--- config.mk ---
export PLATFORM = sky130hd
export DESIGN_NAME = mem_req_arbiter
export DESIGN_NICKNAME = d
export VERILOG_FILES = /design/src/rtl/mem_req_arbiter.sv
export SDC_FILE = /design/constraint.sdc
export NUM_CORES = 1
export LEC_CHECK = 0
export ABC_CLOCK_PERIOD_IN_PS = 2850
export CAP_MARGIN = 20
export CORE_AREA = 3 3 66 80
export CTS_CLUSTER_SIZE = 10
export DETAILED_ROUTE_END_ITERATION = 10
export DIE_AREA = 0 0 69 83
export DONT_BUFFER_PORTS = 1
export PLACE_DENSITY = 0.85
export SLEW_MARGIN = 25
export SYNTH_ARGS = -nofsm -noshare
export SYNTH_HDL_FRONTEND = slang
export SYNTH_SLANG_ARGS = --single-unit
export TNS_END_PERCENT = 20
--- constraint.sdc ---
create_clock -name clk -period 2.85 [get_ports clk]
set_input_delay 0.4275 -clock clk [delete_from_list [all_inputs] [get_ports clk]]
set_output_delay 0.4275 -clock clk [all_outputs]
set_load 0.01 [all_outputs]
--- src/rtl/mem_req_arbiter.sv ---
// mem_req_arbiter: shares the single memory-controller request port between the
// CPU (port 0) and the UART program loader (port 1). Transactions are serialised
// through IDLE -> ISSUE -> WAIT -> DONE. The controller request is held until the
// matching completion arrives, then read data and a one-cycle ack go to the owner.
// Optional build macro MEM_ARB_TIMEOUT_EN adds a WAIT watchdog and the sticky
// timeout_err output port.
module mem_req_arbiter #(
  parameter int unsigned ADDR_W         = 16,
  parameter int unsigned DATA_W         = 16,
  parameter int unsigned FIXED_PRIORITY = 0,
  parameter int unsigned TIMEOUT_CYCLES = 4096
) (
  input  logic              clk,
  input  logic              reset,
  input  logic              r0_req,
  input  logic              r0_type,
  input  logic [ADDR_W-1:0] r0_addr,
  input  logic [DATA_W-1:0] r0_wdata,
  input  logic              r0_lock,
  output logic              r0_ack,
  input  logic              r1_req,
  input  logic              r1_type,
  input  logic [ADDR_W-1:0] r1_addr,
  input  logic [DATA_W-1:0] r1_wdata,
  output logic              r1_ack,
  output logic [DATA_W-1:0] rdata,
  output logic              mc_request,
  output logic              mc_request_type,
  output logic [ADDR_W-1:0] mc_request_address,
  output logic [DATA_W-1:0] mc_memory_write,
  input  logic [DATA_W-1:0] mc_data_out,
  input  logic              mc_memory_ready,
  input  logic              mc_write_complete,
  output logic [1:0]        grant,
  output logic              busy
`ifdef MEM_ARB_TIMEOUT_EN
  ,
  output logic              timeout_err
`endif
);

  // Watchdog counter width; the limit TIMEOUT_CYCLES-1 must fit in it.
  localparam int unsigned CNT_W = 13;

  // Reject watchdog limits the 13-bit counter cannot represent.
  if (TIMEOUT_CYCLES < 2 || TIMEOUT_CYCLES > 8192) begin : g_bad_timeout
    $error("mem_req_arbiter: TIMEOUT_CYCLES out of range 2..8192");
  end

  typedef enum logic [1:0] {
    ST_IDLE  = 2'd0,
    ST_ISSUE = 2'd1,
    ST_WAIT  = 2'd2,
    ST_DONE  = 2'd3
  } state_t;

  state_t              r_state;
  logic                r_last_grant;
  logic                r_type;
  logic [ADDR_W-1:0]   r_addr;
  logic [DATA_W-1:0]   r_wdata;
  logic [DATA_W-1:0]   r_rdata;
  logic                r_mc_request;
  logic                r_ack0;
  logic                r_ack1;
  logic [1:0]          r_grant;
  logic                r_busy;
`ifdef MEM_ARB_TIMEOUT_EN
  logic [CNT_W-1:0]    r_to_cnt;
  logic                r_timeout_err;
`endif

  logic                w_win_valid;
  logic                w_win_port;
  logic                w_done;

  // Winner selection from the level-sampled requests (used only in IDLE).
  always_comb begin
    w_win_valid = r0_req | r1_req;
    w_win_port  = 1'b0;
    if (FIXED_PRIORITY != 0) begin
      w_win_port = ~r0_req;
    end else if (r0_req && r1_req) begin
      if (!r_last_grant && r0_lock) begin
        w_win_port = 1'b0;
      end else begin
        w_win_port = ~r_last_grant;
      end
    end else begin
      w_win_port = r1_req;
    end
  end

  // Only the completion matching the latched transaction type counts.
  always_comb begin
    w_done = r_type ? mc_write_complete : mc_memory_ready;
  end

  // Transaction FSM with all outputs registered.
  always_ff @(posedge clk or negedge reset) begin
    if (!reset) begin
      r_state       <= ST_IDLE;
      r_last_grant  <= 1'b1;
      r_type        <= 1'b0;
      r_addr        <= '0;
      r_wdata       <= '0;
      r_rdata       <= '0;
      r_mc_request  <= 1'b0;
      r_ack0        <= 1'b0;
      r_ack1        <= 1'b0;
      r_grant       <= 2'b00;
      r_busy        <= 1'b0;
`ifdef MEM_ARB_TIMEOUT_EN
      r_to_cnt      <= '0;
      r_timeout_err <= 1'b0;
`endif
    end else begin
      r_ack0 <= 1'b0;
      r_ack1 <= 1'b0;
      case (r_state)
        ST_IDLE: begin
          if (w_win_valid) begin
            if (w_win_port) begin
              r_type  <= r1_type;
              r_addr  <= r1_addr;
              r_wdata <= r1_wdata;
              r_grant <= 2'b10;
            end else begin
              r_type  <= r0_type;
              r_addr  <= r0_addr;
              r_wdata <= r0_wdata;
              r_grant <= 2'b01;
            end
            r_busy  <= 1'b1;
            r_state <= ST_ISSUE;
          end
        end
        ST_ISSUE: begin
          r_mc_request <= 1'b1;
`ifdef MEM_ARB_TIMEOUT_EN
          r_to_cnt     <= '0;
`endif
          r_state      <= ST_WAIT;
        end
        ST_WAIT: begin
          if (w_done) begin
            if (!r_type) begin
              r_rdata <= mc_data_out;
            end
            r_mc_request <= 1'b0;
            r_ack0       <= r_grant[0];
            r_ack1       <= r_grant[1];
            r_last_grant <= r_grant[1];
            r_state      <= ST_DONE;
          end
`ifdef MEM_ARB_TIMEOUT_EN
          else if (r_to_cnt == CNT_W'(TIMEOUT_CYCLES - 1)) begin
            r_rdata       <= '0;
            r_mc_request  <= 1'b0;
            r_ack0        <= r_grant[0];
            r_ack1        <= r_grant[1];
            r_last_grant  <= r_grant[1];
            r_timeout_err <= 1'b1;
            r_state       <= ST_DONE;
          end else begin
            r_to_cnt <= r_to_cnt + CNT_W'(1);
          end
`endif
        end
        ST_DONE: begin
          r_grant <= 2'b00;
          r_busy  <= 1'b0;
          r_state <= ST_IDLE;
        end
        default: begin
          r_state <= ST_IDLE;
        end
      endcase
    end
  end

  assign r0_ack             = r_ack0;
  assign r1_ack             = r_ack1;
  assign rdata              = r_rdata;
  assign mc_request         = r_mc_request;
  assign mc_request_type    = r_type;
  assign mc_request_address = r_addr;
  assign mc_memory_write    = r_wdata;
  assign grant              = r_grant;
  assign busy               = r_busy;
`ifdef MEM_ARB_TIMEOUT_EN
  assign timeout_err        = r_timeout_err;
`endif

endmodule

==> results.ini <==
[status]
status = finished clean

[routing]
drt-total-wl_um = 6680
first_pass_iters = 4
postRouteAntennaNets = 0
drc_errors = 0
via_per_inst = 6.48
drt_iter0_drc = 125
vias = 2093
wire_per_inst_um = 20.7

[worst_hold_path]
hold_start = mc_data_out[8]
holdPathEnd = rdata[8]$_DFFE_PN0P_
hp-class = in -> reg
whs_path_depth = 1

[floorplan]
dieArea_um2 = 5730
row_count = 27
fp.dieH_um = 83
fp.coreArea_um2 = 4590
start_util_pct = 63.2
die_w_um = 69
num_io_pins = 144

[clock_network]
cts_sinks = 58
cts_buffers = 9
clock_latency_ps = 330
clockRootBuffer = clkbuf_8
cts.path.max_buffers = 2
htree_levels = 3
clkTransAtPathRegs_ps = 60
cts_resized = 0
cts_tree = done

[yosys]
syn_area_per_cell_um2 = 11.0
syn_inst = 264
syn_area_um2 = 2900
async_flop_share_pct = 100
synth_enable_flop_cells = 0
ys_warn_count = 0
netlist-cell-type-count = 27
synthesis.nets = 360
synth_seq_cells = 58
ys.flop_type = dfrtp_1
ys_seq_area_share_pct = 50.0

[timing]
fin_ws_ps = 688
period_needed_ps = 2160
setup_viol = 0
slew_headroom_pct = 58.8
tns_ps = 0
slew_violations = 0
grt_setup_unrepaired = false
clock_skew_ps = 7.23
min_period_over_period_pct = 75.8
finalHoldViolCount = 0
clock.fmax_mhz = 463
worst_slew_pin_slew_ps = 618

[finish]
layout-drive-gt1-share_pct = 27.2
nets = 357
fin_cells = 323
fin_util_pct = 67.7
layout_common_cells = nand2_1, dfrtp_1, nand4_1
syn2layout_area_growth_pct = 7.15
mostFrequentLayoutCell = nand2_1
finish.instance_area_um2 = 3110
n_antenna_cell = 0

[place]
place_area_um2 = 2900
hpwl_um = 4640
placed_cells = 306
port_buffers = 0
dp_slack_ps = 702
gp_congestion = 0.747

[critical_path]
crit_path_start = r_state[0]$_DFFE_PN0P_
startpoint_type = flop
rr_endpoint = mc_request_address[11]$_DFFE_PN0P_
crit_fanout = 20
critPathKind = reg -> reg
r2r_setup_slack_ps = 690
critPathRequiredTime_ps = 3060
crit_path_end_kind = flop
cp.arrival_ps = 2370
reg2reg_from = r_state[0]$_DFFE_PN0P_
reg2reg_depth = 6

[power_and_ir_drop]
peakVddDrop_uv = 648
powerDensity_nw_per_um2 = 1140
power_leakage_nw = 1.42

[global_route]
grt_max_degree = 59
globalRoute.totalOverflow = 0
grt_first_pass_wirelength_um = 10700
antenna_found_initial = 0
grt_pass1_vias = 2150
grtUsageTotal_pct = 23.6

[job]
cap_violations = 0

==> flip-flops by register name, summed over array words and instances, names as in the netlist <==
signal / cells
mc_request: 1
mc_request_type: 1
mc_memory_write: 16
grant: 2
rdata: 16
r1_ack: 1
r_state: 2
busy: 1
mc_request_address: 16
r0_ack: 1
r_last_grant: 1
==> cells by family (layout without fill, tap and decap cells) <==
logic type      count (synthesis)  count (layout)  share of synthesized area, %
compound gates                 42              42                          16.1
flops                          58              58                          50.0
fa+ha+maj                       7               7                          3.02
simple gates                  110             110                          18.0
mux                            22              22                          8.40
buf+inv                        25              26                          4.48
==> critical path, cell delays in order (launching register included) <==
cell and delay [ps]:
dfrtp_1 420, inv_1 150, ha_1 570, o21ai_2 350
buf_4 310, nand2_1 120, o211ai_2 90
==> how the worst max path moves through the flow <==
stage          cells after the start  slack, ps                            endpoint
6_report                           6        690  mc_request_address[11]$_DFFE_PN0P_
4_1_cts                            6        680  mc_request_address[11]$_DFFE_PN0P_
3_3_place_gp                       6        810      mc_memory_write[2]$_DFFE_PN0P_
2_1_floorplan                      5       1300              r_state[1]$_DFFE_PN0P_
3_5_place_dp                       6        700      mc_memory_write[3]$_DFFE_PN0P_
5_1_grt                            6        500  mc_request_address[11]$_DFFE_PN0P_
==> power by group <==
group          switching, mW  total (mW)  internal [mW]
combinational          0.653        1.18          0.525
clock                  0.310       0.663          0.354
sequential             0.476        1.70           1.23
==> routing by layer <==
metal	up-vias	share of wire, %	global-route usage (%)
met5	-	0	0
met2	131	50	39.5
li1	944	-	-
met3	12	11	9.20
met1	1006	38	27.4
met4	0	1.5	8.35
==> synth_stat cells, drive strengths merged, types with 3 or more instances <==
cell / number / area share (%)
dfrtp: 57 / 49
inv: 3 / 0.39
o211ai: 33 / 14
nand4: 33 / 7.1
nand2: 68 / 8.8
buf: 7 / 2.2
mux2: 19 / 7.4
o21ai: 3 / 0.78
clkbuf: 15 / 1.9
mux2i: 3 / 1.0
nor2: 4 / 0.52
ha: 7 / 3.0
==> stage by stage <==
stage                     power [mW]  hold WS [ps]
after global placement          2.82           133
after CTS                       3.59           217
after detailed placement        2.90           133
final                           3.54           227
after global routing            3.80           207
after floorplan                 2.61           132
==> final cells by class <==
cell class	count	area, µm²
repair buffers	8	82.6
clock buffers	12	155
well taps	58	72.6
inverters	3	11.3
fillers	354	1480
multi-input cells	181	1320
clock inverters	3	15.0
flip-flops and latches	58	1450
==> what timing repair did <==
action                                 4_1_cts  5_1_grt
hold buffers                                 2        0
endpoints found under the hold margin       58        0
buffers inserted                             0        0
No activity file was read; power rests on OpenSTA's default activity.
==> RTL edit 1 (same flow settings) <==
Reset style: synchronous (`reset`), changed in one clocked block.
--- a/src/rtl/mem_req_arbiter.sv
+++ b/src/rtl/mem_req_arbiter.sv
@@ -99,3 +99,3 @@
   // Transaction FSM with all outputs registered.
-  always_ff @(posedge clk or negedge reset) begin
+  always_ff @(posedge clk) begin
     if (!reset) begin
Check against the original RTL: differs if reset is asserted again (counterexample within 4 cycles, from zero or initial values and one cycle with reset low); with reset held inactive, the same outputs for 10 cycles.
==> RTL edit 1 against the original RTL <==
Wire length increased by 0.31%. Clock power increased by 37%. Highest routed layer unchanged. Synthesized cell count increased by 19%. Largest power group unchanged. Synthesized area decreased by 2.5%. Total power decreased by 10%. Setup slack improved by 0.32 ns. Sequential cell count unchanged. Utilization decreased by 1.9 points. Final area decreased by 2.8%.
==> RTL edit 1: results (changes against the original RTL) <==
stage	metric	value	unit	change
power	Sequential Power	1.28	mW	-25%
power	Max VDD drop	586.2	uV	-9.5%
cts	H-tree depth	3		unchanged
cells_and_area	fraction of layout cells with a size suffix above 1	0.1767		-0.09503
worst_setup_path	Crit path max-delay family	compound AO/OA/AOI/OAI gates		
cells_and_area	final std cells w/o fill	358		+11%
placement	placed cells	343		+12%
detailed_routing	final wirelength	6702	um	+0.31%
global_route	first-pass GRT wire length	11180	um	+4.2%
logic_synthesis	ys async rst share	0		-1.000
power	Design Power	3.181	mW	-10%
cts	Gates resized, CTS repair	0		unchanged
logic_synthesis	Primary FF master, synth	dfxtp_1		
worst_setup_path	CP max-delay cell	o21a_2		
global_route	gr usage total	0.2372		+0.0009514
worst_setup_path	crit-path max cell delay	0.58	ns	
logic_synthesis	Synth area leaders	dfxtp_1 (41%), a211oi_2 (13%), a211oi_1 (9.5%)		
timing	clock skew	0.009702	ns	+0.002476 ns
min_path	Hold Path Class	in2reg		
worst_setup_path	Max FO, Critical Path	33		+65%
cts	clk_lat worst skew	0.33	ns	about the same
detailed_routing	drt initial violations	155		+24%
logic_synthesis	Post-Syn Instances	313		+19%
cts	TritonCTS Buffers	9		unchanged
worst_setup_path	R2R Path End	mc_request_address[1]$_SDFFE_PN0P_		
timing	Slew @ Worst Pin	0.9383	ns	+0.3201 ns
worst_setup_path	data arrival time of the worst path	2.09	ns	-0.28 ns
cells_and_area	Final Net Count	392		+9.8%
outcome	outcome	finished clean		
timing	minimum hold slack	0.1877	ns	-0.03976 ns
worst_setup_path	R2R depth	5		-1
power	leakage power total	1.001	nW	-29%
power	Clock Power	0.911	mW	+37%
global_route	total grt overflow	0		unchanged
global_route	largest net degree at the start of global routing	60		+1.7%
min_path	min-delay src	reset		
logic_synthesis	Post-synth top cells	dfxtp_1 (58), a211oi_1 (36), nand2_1 (36)		
worst_setup_path	Reg2Reg Launch Point	r_state[0]$_SDFFE_PN0P_		
power	Switching Power	1.178	mW	-18%
min_path	Min-Delay Endpoint	r_last_grant$_SDFFE_PN1P_		
logic_synthesis	post-synth cell types	31		+15%
placement	placement-stage cell area	0.002785	mm2	-4.1%
placement	pre-CTS setup slack	1.006	ns	+0.3039 ns
detailed_routing	Pre-Repair DR Iteration Count	4		unchanged
logic_synthesis	Seq/Total Area, Yosys	0.4103		-0.08996
placement	HPWL Detailed	4487	um	-3.3%
detailed_routing	DR vias	2264		+8.2%
placement	placer congestion estimate	0.7875		+5.4%
logic_synthesis	Syn Nets	409		+14%
## RTL edit 1: cell count changes in the layout (fill, tap and decap cells not counted), moves of 32 or more
| cell | delta |
|---|---|
| dfrtp_1 | -57 |
| nand4_1 | -33 |
| o21ai_0 | +32 |
| nand2_1 | -32 |
| a211oi_1 | +35 |
| dfxtp_1 | +58 |
## RTL edit 1: kinds of logic after synthesis
kind of cell    after synthesis  synth area share
buf+inv                      34           0.05968
compound gates              131            0.3691
flops                        58            0.4103
mux                           4           0.01459
simple gates                 79            0.1154
fa+ha+maj                     7           0.03094
## RTL edit 1: worst max-delay path by stage
stage	startpoint	to	slack (ns)	cells past startpoint
after floorplan	r_state[0]$_SDFFE_PN0P_	mc_memory_write[10]$_SDFFE_PN0P_	1.34	7
after global placement	r_state[0]$_SDFFE_PN0P_	mc_memory_write[8]$_SDFFE_PN0P_	1.11	5
after detailed placement	r_state[0]$_SDFFE_PN0P_	mc_request_address[1]$_SDFFE_PN0P_	1.01	5
after CTS	r_state[0]$_SDFFE_PN0P_	mc_request_address[1]$_SDFFE_PN0P_	1.03	5
after global routing	r_state[0]$_SDFFE_PN0P_	mc_memory_write[2]$_SDFFE_PN0P_	0.77	5
final	r_state[0]$_SDFFE_PN0P_	mc_request_address[1]$_SDFFE_PN0P_	1.01	5
## RTL edit 1: area by class of cell
class	instances	area [um2]
Fill cell	397	1569
Clock inverter	5	102.6
Multi-Input combinational cell	221	1509
Timing Repair Buffer	2	27.53
Clock buffer	10	137.6
Tap cell	58	72.57
Sequential cell	58	1161
Inverter	4	15.01
## RTL edit 1: metal layers
layer  GRT usage  share of wire  up-vias
met5           0              0        -
met4      0.1332          0.014        0
met3     0.08111          0.091        9
met2      0.3776           0.50      107
met1      0.2763           0.39     1056
li1            -              -     1092
==> RTL edit 2 (same flow settings) <==
Made on the original files. Change the parameter `FIXED_PRIORITY` from 0 to 1.
--- a/src/rtl/mem_req_arbiter.sv
+++ b/src/rtl/mem_req_arbiter.sv
@@ -9,3 +9,3 @@
   parameter int unsigned DATA_W         = 16,
-  parameter int unsigned FIXED_PRIORITY = 0,
+  parameter int unsigned FIXED_PRIORITY = 1,
   parameter int unsigned TIMEOUT_CYCLES = 4096
Formal check against the unedited RTL: not equivalent (a bounded check fails within 10 cycles, from zero or initial values and one cycle with reset low).
==> RTL edit 2 against the original RTL <==
Largest power group unchanged. Total power is 7.4% lower. Die area stayed put. Final area is 7.3% lower. Global-route usage is 4.8 points lower. Wire length is 22% lower. Sequential cell count is 1 lower. Critical endpoint is now mc_request_address[13]$_DFFE_PN0P_. Synthesized area is 9.3% lower. Setup slack better by 0.32 ns.
==> RTL edit 2: results (changes against the original RTL) <==
stage	metric	value	unit	change
power	Max VDD drop	649.0	uV	+0.14%
placement	placement-stage cell area	0.002618	mm2	-9.9%
placement	placer congestion estimate	0.7370		-1.4%
min_path	Min-Delay Endpoint	rdata[6]$_DFFE_PN0P_		
power	Int Power	2.112	mW	+0.34%
global_route	met2 GRT Util	0.3368		-0.05816
detailed_routing	drt initial violations	123		-1.6%
timing	fin crit period	1.837	ns	-0.3246 ns
logic_synthesis	Post-synth top cells	dfrtp_1 (57), mux2i_1 (36), o21ai_0 (36)		
timing	clock skew	0.009065	ns	+0.001839 ns
worst_setup_path	Reg2Reg Launch Point	r_state[1]$_DFFE_PN0P_		
worst_setup_path	CP max-delay cell	dfrtp_1		
min_path	min-delay src	mc_data_out[6]		
detailed_routing	final wirelength	5199	um	-22%
worst_setup_path	R2R depth	5		-1
global_route	GRT met3 Usage	0.06295		-0.02906
power	Flop pwr share	0.508		+0.028
logic_synthesis	post-synthesis mux area share	0.2153		+0.1313
worst_setup_path	crit-path max cell delay	0.45	ns	-0.12 ns
power	sw frac	0.3567		-0.04937
worst_setup_path	crit path to	mc_request_address[13]$_DFFE_PN0P_		
outcome	outcome	finished clean		
cells_and_area	fraction of layout cells with a size suffix above 1	0.1850		-0.08668
worst_setup_path	worst reg-to-reg setup slack	1.01	ns	+0.32 ns
worst_setup_path	Max FO, Critical Path	36		+80%
global_route	first-pass GRT wire length	8659	um	-19%
global_route	gr usage total	0.1884		-0.04783
worst_setup_path	Crit path max-delay family	buffers and inverters		
logic_synthesis	Post-Synth Adder-Cell Area	0.03327		+0.003111
placement	placed cells	267		-13%
logic_synthesis	Post-Syn Instances	220		-17%
detailed_routing	DR vias/cell	5.554		-14%
global_route	largest net degree at the start of global routing	58		-1.7%
timing	minimum hold slack	0.2558	ns	+0.02831 ns
logic_synthesis	Synth area leaders	dfrtp_1 (54%), mux2i_1 (14%), mux2_2 (7.3%)		
power	Clock Power	0.840	mW	+27%
logic_synthesis	post-synth cell types	24		-11%
[RTL edit 2: changes by cell type in the layout (fill, tap and decap cells not counted), moves of 2 or more]
cell,change
mux2i_1,+33
nand2_1,-34
buf_4,-5
o21ai_2,-2
mux2_1,-3
a22o_1,+2
bufinv_16,+2
o211ai_1,-3
o211ai_2,-30
nand4_1,-33
a21o_1,-2
o21ai_0,+35
[RTL edit 2: area by class of cell]
| cell class | instances | area, um2 | share of cell area |
|---|---|---|---|
| Clock inverter | 5 | 77.57 | 0.02690 |
| Inverter | 4 | 15.01 | 0.005206 |
| Clock buffer | 11 | 151.4 | 0.05249 |
| Multi-Input combinational cell | 147 | 1096 | 0.3800 |
| Sequential cell | 57 | 1426 | 0.4946 |
| Timing Repair Buffer | 3 | 45.04 | 0.01562 |
| Tap cell | 58 | 72.57 | 0.02516 |
[RTL edit 2: metal layers]
metal / share of wire / vias up
met2: 0.56 / 60
met3: 0.066 / 7
met4: 0.015 / 0
li1: - / 763
met5: 0 / -
met1: 0.35 / 753
